**src/rtl/htpa_window_scanner.sv**
```systemverilog
// Raster coordinate generator over a sub-window of the HTPA pixel RAM.
// Optional serpentine row ordering is enabled by defining SCAN_SERPENTINE_EN.
module htpa_window_scanner #(
  parameter int XW = 7,
  parameter int YW = 6,
  parameter int SW = 3
) (
  input  logic                   clk,
  input  logic                   RST,
  input  logic                   START,
  input  logic [2*XW+2*YW-1:0]   window,
  input  logic [SW-1:0]          x_step,
  input  logic [SW-1:0]          y_step,
  input  logic                   ready,
  output logic [XW-1:0]          x,
  output logic [YW-1:0]          y,
  output logic [XW+YW-1:0]       idx,
  output logic                   valid,
  output logic                   last,
  output logic                   done
);

  typedef enum logic {IDLE, SCAN} state_t;

  state_t            state_q, state_n;
  logic [XW-1:0]     x_q, x_n, xs_q, xs_n, xe_q, xe_n;
  logic [YW-1:0]     y_q, y_n, ys_q, ys_n, ye_q, ye_n;
  logic [SW-1:0]     xst_q, xst_n, yst_q, yst_n;
  logic [XW+YW-1:0]  idx_q, idx_n;
  logic              done_q, done_n;

  logic [XW-1:0]     w_xs, w_xe;
  logic [YW-1:0]     w_ys, w_ye;
  logic [XW:0]       nx;
  logic [YW:0]       ny;
  logic              x_fits, col_end, row_more, hs;
  logic [XW-1:0]     row_next;

`ifdef SCAN_SERPENTINE_EN
  logic              dir_q, dir_n;
  logic [XW-1:0]     xfar_q, xfar_n;
  logic [XW:0]       bx;
  logic              bx_fits;
`endif

  assign w_xs = window[2*XW+2*YW-1 -: XW];
  assign w_ys = window[XW+2*YW-1 -: YW];
  assign w_xe = window[XW+YW-1 -: XW];
  assign w_ye = window[YW-1:0];

  // Extra carry bit keeps x_end/y_end at the top of the range from wrapping.
  assign nx      = {1'b0, x_q} + (XW+1)'(xst_q);
  assign ny      = {1'b0, y_q} + (YW+1)'(yst_q);
  assign x_fits  = (nx <= {1'b0, xe_q});
  assign col_end = (ny > {1'b0, ye_q});

`ifdef SCAN_SERPENTINE_EN
  assign bx       = {1'b0, x_q} - (XW+1)'(xst_q);
  assign bx_fits  = !bx[XW] && (bx[XW-1:0] >= xs_q);
  assign row_more = dir_q ? bx_fits : x_fits;
  assign row_next = dir_q ? bx[XW-1:0] : nx[XW-1:0];
`else
  assign row_more = x_fits;
  assign row_next = nx[XW-1:0];
`endif

  assign hs    = (state_q == SCAN) && ready;
  assign last  = (state_q == SCAN) && !row_more && col_end;
  assign valid = (state_q == SCAN);
  assign x     = x_q;
  assign y     = y_q;
  assign idx   = idx_q;
  assign done  = done_q;

  always_comb begin
    state_n = state_q;
    x_n     = x_q;
    y_n     = y_q;
    idx_n   = idx_q;
    xs_n    = xs_q;
    xe_n    = xe_q;
    ys_n    = ys_q;
    ye_n    = ye_q;
    xst_n   = xst_q;
    yst_n   = yst_q;
    done_n  = 1'b0;
`ifdef SCAN_SERPENTINE_EN
    dir_n   = dir_q;
    xfar_n  = xfar_q;
`endif

    if (hs) begin
      idx_n = idx_q + (XW+YW)'(1);
      if (row_more) begin
        x_n = row_next;
      end else if (!col_end) begin
        y_n = ny[YW-1:0];
`ifdef SCAN_SERPENTINE_EN
        if (!dir_q) begin
          // Only the first row records x_far; later forward rows end there too.
          if (y_q == ys_q) xfar_n = x_q;
          x_n   = (y_q == ys_q) ? x_q : xfar_q;
          dir_n = 1'b1;
        end else begin
          x_n   = xs_q;
          dir_n = 1'b0;
        end
`else
        x_n = xs_q;
`endif
      end else begin
        state_n = IDLE;
        x_n     = '0;
        y_n     = '0;
        done_n  = 1'b1;
      end
    end

    // START overrides the datapath but a coincident final handshake keeps its done pulse.
    if (START) begin
      xs_n  = w_xs;
      xe_n  = w_xe;
      ys_n  = w_ys;
      ye_n  = w_ye;
      xst_n = (x_step == '0) ? SW'(1) : x_step;
      yst_n = (y_step == '0) ? SW'(1) : y_step;
      idx_n = '0;
`ifdef SCAN_SERPENTINE_EN
      dir_n = 1'b0;
`endif
      if ((w_xs > w_xe) || (w_ys > w_ye)) begin
        state_n = IDLE;
        x_n     = '0;
        y_n     = '0;
        done_n  = 1'b1;
      end else begin
        state_n = SCAN;
        x_n     = w_xs;
        y_n     = w_ys;
      end
    end
  end

  always_ff @(posedge clk) begin
    if (RST) begin
      state_q <= IDLE;
      x_q     <= '0;
      y_q     <= '0;
      idx_q   <= '0;
      xs_q    <= '0;
      xe_q    <= '0;
      ys_q    <= '0;
      ye_q    <= '0;
      xst_q   <= '0;
      yst_q   <= '0;
      done_q  <= 1'b0;
`ifdef SCAN_SERPENTINE_EN
      dir_q   <= 1'b0;
      xfar_q  <= '0;
`endif
    end else begin
      state_q <= state_n;
      x_q     <= x_n;
      y_q     <= y_n;
      idx_q   <= idx_n;
      xs_q    <= xs_n;
      xe_q    <= xe_n;
      ys_q    <= ys_n;
      ye_q    <= ye_n;
      xst_q   <= xst_n;
      yst_q   <= yst_n;
      done_q  <= done_n;
`ifdef SCAN_SERPENTINE_EN
      dir_q   <= dir_n;
      xfar_q  <= xfar_n;
`endif
    end
  end

endmodule

```
**config.mk**
```make
export PLATFORM = sky130hd
export DESIGN_NAME = htpa_window_scanner
export DESIGN_NICKNAME = d
export VERILOG_FILES = /design/src/rtl/htpa_window_scanner.sv
export SDC_FILE = /design/constraint.sdc
export NUM_CORES = 1
export LEC_CHECK = 0
export BUFFER_PORTS_ARGS = -buffer_cell sky130_fd_sc_hd__buf_2
export CAP_MARGIN = 20
export CELL_PAD_IN_SITES_DETAIL_PLACEMENT = 1
export CELL_PAD_IN_SITES_GLOBAL_PLACEMENT = 2
export CORE_AREA = 2 2 108 110
export CTS_CLUSTER_DIAMETER = 120
export CTS_CLUSTER_SIZE = 25
export DETAILED_ROUTE_END_ITERATION = 10
export DIE_AREA = 0 0 110 112
export PLACE_DENSITY = 0.71
export SYNTH_ARGS = -nofsm -noshare
export SYNTH_HDL_FRONTEND = slang
export SYNTH_SLANG_ARGS = --single-unit
```
**constraint.sdc**
```tcl
create_clock -name clk -period 2.7 [get_ports clk]
set_input_delay 0.135 -clock clk [delete_from_list [all_inputs] [get_ports clk]]
set_output_delay 0.135 -clock clk [all_outputs]
set_load 0.01 [all_outputs]
```
== Word-level counts from Yosys, hierarchy flattened ==
Index checks and enable logic that the tools add are counted.

* Bits in registers: 54
* Latch bits: 0
* Memory bits (writable): 0
* Bits in read-only memories: 0
* Bits of input ports: 36
* Memories: 0

* Add/subtract/negate cells: 3
* Multipliers: 0
* Divide/modulo/power cells: 0
* Order comparisons: 4
* Equal/unequal tests: 1
* Shifts and indexed selects: 0
* Multiplexer cells: 22
* Bitwise logic cells: 0
* Reduce and logical (&&, ||, !) cells: 12

{| class="wikitable"
|+ Operators by type and width
! cell !! number
|-
| $mux 7 || 5
|-
| $mux 6 || 5
|-
| $add 13x1->13 const B || 1
|-
| $mux 1 || 10
|-
| $add 7x3->8 || 1
|-
| $le 8x7->1 || 1
|-
| $add 6x3->7 || 1
|-
| $gt 7x6->1 || 1
|-
| $gt 7x7->1 || 1
|-
| $gt 6x6->1 || 1
|-
| $logic_not 3->1 || 2
|-
| $mux 3 || 2
|-
| $reduce_bool 2->1 || 2
|-
| $logic_and 1x1->1 || 3
|-
| $reduce_and 3->1 || 1
|-
| $ne 2x2->1 const B || 1
|-
| $reduce_and 2->1 || 1
|-
| $reduce_or 2->1 || 1
|-
| $logic_not 1->1 || 1
|-
| $logic_or 1x1->1 || 1
|}

== Depth between registers and ports, before layout ==
* Depth after elaboration: 7
* Mapped depth: 14
* Mapped depth without buffers: 13

== Worst setup path before layout ==
OpenSTA, ideal clock, no wires.

* Path type: flip-flop to flip-flop
* From: register x_q[0], in the netlist x[0]
* To: register state_q, in the netlist valid
* Arrival: 2738 ps
* Slack: -156 ps
* Cell stages (with the launch flop): 15
* Path buffers: 1
* Path through: dfxtp_1 > ha_1 > inv_1 > fa_1 > nor2b_1 > o21ai_0 > xnor2_1 > ha_1 > nand3_1 > nand2b_1 > a21oi_1 > or2_1 > clkbuf_1 > nand3b_1 > a32o_1

* Word-level cells in the longest chain between the ends: 4

{| class="wikitable"
|+ Ends and longest elaborated chain
! what !! line !! RTL
|-
| from (decl) || 26 || <nowiki>logic [XW-1:0] x_q, x_n, xs_q, xs_n, xe_q, xe_n;</nowiki>
|-
| from (signal assigned) || 163 || <nowiki>x_q <= x_n;</nowiki>
|-
| $add 7x3->8 || 52 || <nowiki>assign nx = {1'b0, x_q} + (XW+1)'(xst_q);</nowiki>
|-
| $le 8x7->1 || 54 || <nowiki>assign x_fits = (nx <= {1'b0, xe_q});</nowiki>
|-
| $ne 2x2->1 (no line) || - ||
|-
| $reduce_and 3->1 (no line) || - ||
|-
| to (signal assigned) || 162 || <nowiki>state_q <= state_n;</nowiki>
|-
| to (decl) || 25 || <nowiki>state_t state_q, state_n;</nowiki>
|}

Every way passes these cells.
A chain may end at the register's enable or synchronous reset.

== Final worst setup path ==
* From: register x_q[0], in the netlist x[0]
* To: register x_q[1], in the netlist x[1]

* Word-level cells in the longest chain between the ends: 5

{| class="wikitable"
|+ Ends and longest elaborated chain
! what !! line !! RTL
|-
| $add 7x3->8 * || 52 ||
|-
| $le 8x7->1 || 54 ||
|-
| $mux 7 * || 94 || <nowiki>if (row_more) begin</nowiki>
|-
| $mux 7 * || 92 || <nowiki>if (hs) begin</nowiki>
|-
| $mux 7 * || 120 || <nowiki>if (START) begin</nowiki>
|}

Mark *: on every way between the ends. The rest lies on a longest branch, timed or not. The select of a mux whose other input is x is not followed.

==> run_results.csv <==
group,metric,value,unit
outcome,status,"finished with violations",
outcome,violations,"negative setup slack",
setup_path,r2r-end,"x[1]$_SDFFE_PP0P_",
worst_hold_path,hp-class,"in -> reg",
clocking,cts_buffer_depth,2,
die,die_y,112,um
clocking,clk_pin_slew,0.08,ns
setup_path,cp_cell_sequence,"ha_4 -> inv_2 -> fa_2 -> nor2b_4 -> o21ai_2 -> xnor2_2 -> ha_1 -> nand3_2 -> a2bb2oi_2 -> a31o_1 -> buf_6 -> or2_4 -> o221ai_2 -> o22ai_1",
synth,ys_seq_area_share,33.96,%
finish,multi_input_area,2165,um^2
clocking,clock_latency,0.30,ns
power_and_ir_drop,ir_drop,288.9,uV
worst_hold_path,holdPathEnd,"xe_q[1]$_SDFFE_PP0P_",
sta,report.final.slew_viol_count,0,
synth,async_flop_share,0,%
power_and_ir_drop,power,2.305,mW
global_routing,antenna_found_initial,0,
synth,synth.ff_latch_count,54,
clocking,cts_sinks,54,
finish,nets,538,
synth,synth_flop_cell,"dfxtp_1",
finish,syn2layout_area_growth,36.24,%
synth,syn-num-nets,445,
setup_path,reg2regPathDepth,14,
setup_path,critPathMaxStageDelay,0.36,ns
synth,avgSynthCellArea,8.511,um^2
drt,drt_drc_violations_left,0,
setup_path,worstPathRequired,2.88,ns
synth,syn-instance-count,374,
global_routing,grtUsageTotal,16.36,%
finish,n_antenna_cell,0,
power_and_ir_drop,power_density,531.6,nW/um^2
drt,via_count,3066,
placed_design,gp_routability_congestion,0.7564,
sta,min_period,2.987,ns
clocking,ctsHoldBuffers,0,
sta,hold_slack,0.07892,ns
drt,post_drt_wl_per_cell,16.31,um
die,fp.coreArea,11170,um^2
sta,rsz0062_at_grt,"true",
die,dieArea,12320,um^2
drt,final_antenna_net_count,0,
drt,drt-total-wl,9.965,mm
placed_design,port_buffers,64,
sta,finalClockSkew,0.007646,ns
power_and_ir_drop,leakage,2.005,nW
placed_design,dpl_cell_area,3844,um^2
run,drv_cap,0,
drt,first_pass_iters,4,
drt,drt_iter0_markers,158,
setup_path,ff2ff_setup_slack,-0.29,ns
global_routing,grt_pass1_vias,3061,
worst_hold_path,worstHoldPathCells,3,
setup_path,cp_top_family,"adder cells",
clocking,root_buffer,"clkbuf_16",
clocking,cts_buffers,5,
placed_design,post-dp-hpwl,7.219,mm
global_routing,grt-ovfl-total,0,
clocking,htree_levels,2,
setup_path,r2r-start,"x[0]$_SDFFE_PP0P_",
finish,fillers,1321,
synth,synth_warnings,0,
placed_design,place_ws,-0.2849,ns
setup_path,worstPathArrival,3.17,ns
setup_path,crit_buf_inv,2,
sta,clock.fmax,334.7,MHz
die,io_pins,65,
setup_path,cp_max_fo,6,
drt,vias_per_cell,5.018,
setup_path,start_kind,"register",
sta,hold_viol_final,0,
setup_path,cp-end-kind,"register",
setup_path,crit_type,"reg -> reg",
worst_hold_path,hp-start,"window[7]",
die,die_x,110,um
clocking,cts_tree,"yes",
setup_path,slowest_stage,"dfxtp_4",
synth,synth_edf_count,0,
sta,maxSlewHeadroom,60.37,%
finish,stdcell_area,4337,um^2
sta,tightest_slew,0.5923,ns
die,fp-row-count,39,
die,start_util,28.49,%
finish,drive_gt1_share,34.83,%
sta,fin_crit_sh,110.6,%
sta,setup_violations,16,
finish,seqCellArea,1092,um^2
sta,fin_ws,-0.2873,ns
global_routing,grt_max_degree,30,
synth,synth.distinct_cells,47,
synth,syn_area,3183,um^2
global_routing,grt_pass1_wl,15.66,mm
==> repair_timing <==
item                                    in CTS  in global routing
gates resized for setup                     39                 14
buffers inserted                            10                  3
endpoints found under the setup margin      16                 16
cloned                                       0                  0
pin swaps                                   17                 19
==> routing by layer <==
layer  wire length, um  vias to the layer above  GRT usage, %  share of wire, %
met5                 0                        -             0                 0
met4               116                        0         3.797               1.2
met3               352                       10         2.518               3.5
met2              4929                       54         27.24                49
met1              4567                     1498         22.05                46
li1                  -                     1504             -                 -
==> cells in the final DEF (no fill, tap or decap), types with 3 or more instances in the layout <==
cell and count:
o21ai_0 6, a21o_1 5, xnor2_2 3, nand3_2 7, nor3_1 5, a222oi_1 5, a21oi_1 24, nand2_1 14
xor2_1 8, nand3_1 12, nor2_1 49, ha_1 30, nand4_1 4, clkbuf_16 5, a21oi_2 4, o22ai_1 3
buf_2 64, nor2b_1 7, inv_1 31, buf_6 3, dfxtp_1 49, or3_1 4, buf_4 32, nand3b_1 3
and3_1 4, xnor2_1 5, mux2i_1 19, dfxtp_2 3, nor3b_2 7, a311oi_1 3
==> kinds of logic after synthesis <==
group	count (synthesis)	synth area share [%]
XOR/XNOR	17	4.678
AND/OR/NAND/NOR	130	20.24
buffers and inverters	47	5.975
AO/OA/AOI/OAI	72	14.94
adder cells (fa/ha/maj)	35	14.23
multiplexers	19	5.975
flip-flops	54	33.96
==> stage by stage <==
| step | setup TNS, ns | instances | util [%] |
|---|---|---|---|
| final | -3.720 | 611 | 38.81 |
| after global placement | -2.374 | 591 | 34.40 |
| after detailed placement | -3.815 | 591 | 34.40 |
| after floorplan | 0 | 374 | - |
| after CTS | -2.202 | 608 | 37.86 |
| after global routing | -5.945 | 611 | 38.81 |
==> cells in the mapped netlist (all sizes together), types with 8 or more instances <==
master / instances / area share [%]
dfxtp: 54 / 34
nor2: 51 / 6.0
ha: 33 / 13
inv: 32 / 3.8
a21oi: 30 / 4.7
mux2i: 19 / 6.0
nand3: 19 / 3.0
nand2: 15 / 1.8
o21ai: 9 / 1.4
xor2: 9 / 2.5
clkbuf: 8 / 0.94
nor2b: 8 / 1.6
xnor2: 8 / 2.2
==> power breakdown <==
part | total, mW | leakage (nW) | internal (mW) | switching, mW
logic | 0.757 | 1.49 | 0.358 | 0.399
registers | 0.875 | 0.446 | 0.839 | 0.0355
clock network | 0.674 | 0.0698 | 0.345 | 0.328
total | 2.31 | 2.01 | 1.54 | 0.763
==> state kept, by name (all words and copies together) (netlist names) <==
register / cells
done: 1
idx: 13
valid: 1
x: 7
xe_q: 7
xs_q: 7
xst_q: 3
y: 6
ye_q: 6
yst_q: 3
==> how the worst max path moves through the flow <==
stage,startpoint,slack (ns),depth (start not counted),to
3_5_place_dp,xst_q[0]$_SDFFE_PP0P_,-0.28,13,valid$_SDFFE_PP0P_
3_3_place_gp,y[1]$_SDFFE_PP0P_,-0.21,12,valid$_SDFFE_PP0P_
6_report,x[0]$_SDFFE_PP0P_,-0.29,14,x[1]$_SDFFE_PP0P_
4_1_cts,x[0]$_SDFFE_PP0P_,-0.20,14,x[1]$_SDFFE_PP0P_
5_1_grt,x[0]$_SDFFE_PP0P_,-0.45,15,y[1]$_SDFFE_PP0P_
2_1_floorplan,x[0]$_SDFFE_PP0P_,0.0006,14,x[1]$_SDFFE_PP0P_
==> worst reg2reg max path: stages, from the launching register on <==
cell       delay, ns
dfxtp_4         0.36
ha_4            0.13
inv_2           0.03
fa_2            0.36
nor2b_4         0.15
o21ai_2         0.08
xnor2_2         0.14
ha_1            0.36
nand3_2         0.10
a2bb2oi_2       0.17
a31o_1          0.24
buf_6           0.14
or2_4           0.29
o221ai_2        0.19
o22ai_1         0.10
==> final cells by class <==
cell class	count	share of cell area, %
sequential	54	25.19
timing repair buffer	101	14.63
clock buffer	5	2.885
inverter	32	2.770
tap	143	4.126
multi-input combinational	273	49.91
clock inverter	3	0.4905
(Power assumes the default switching activity.)
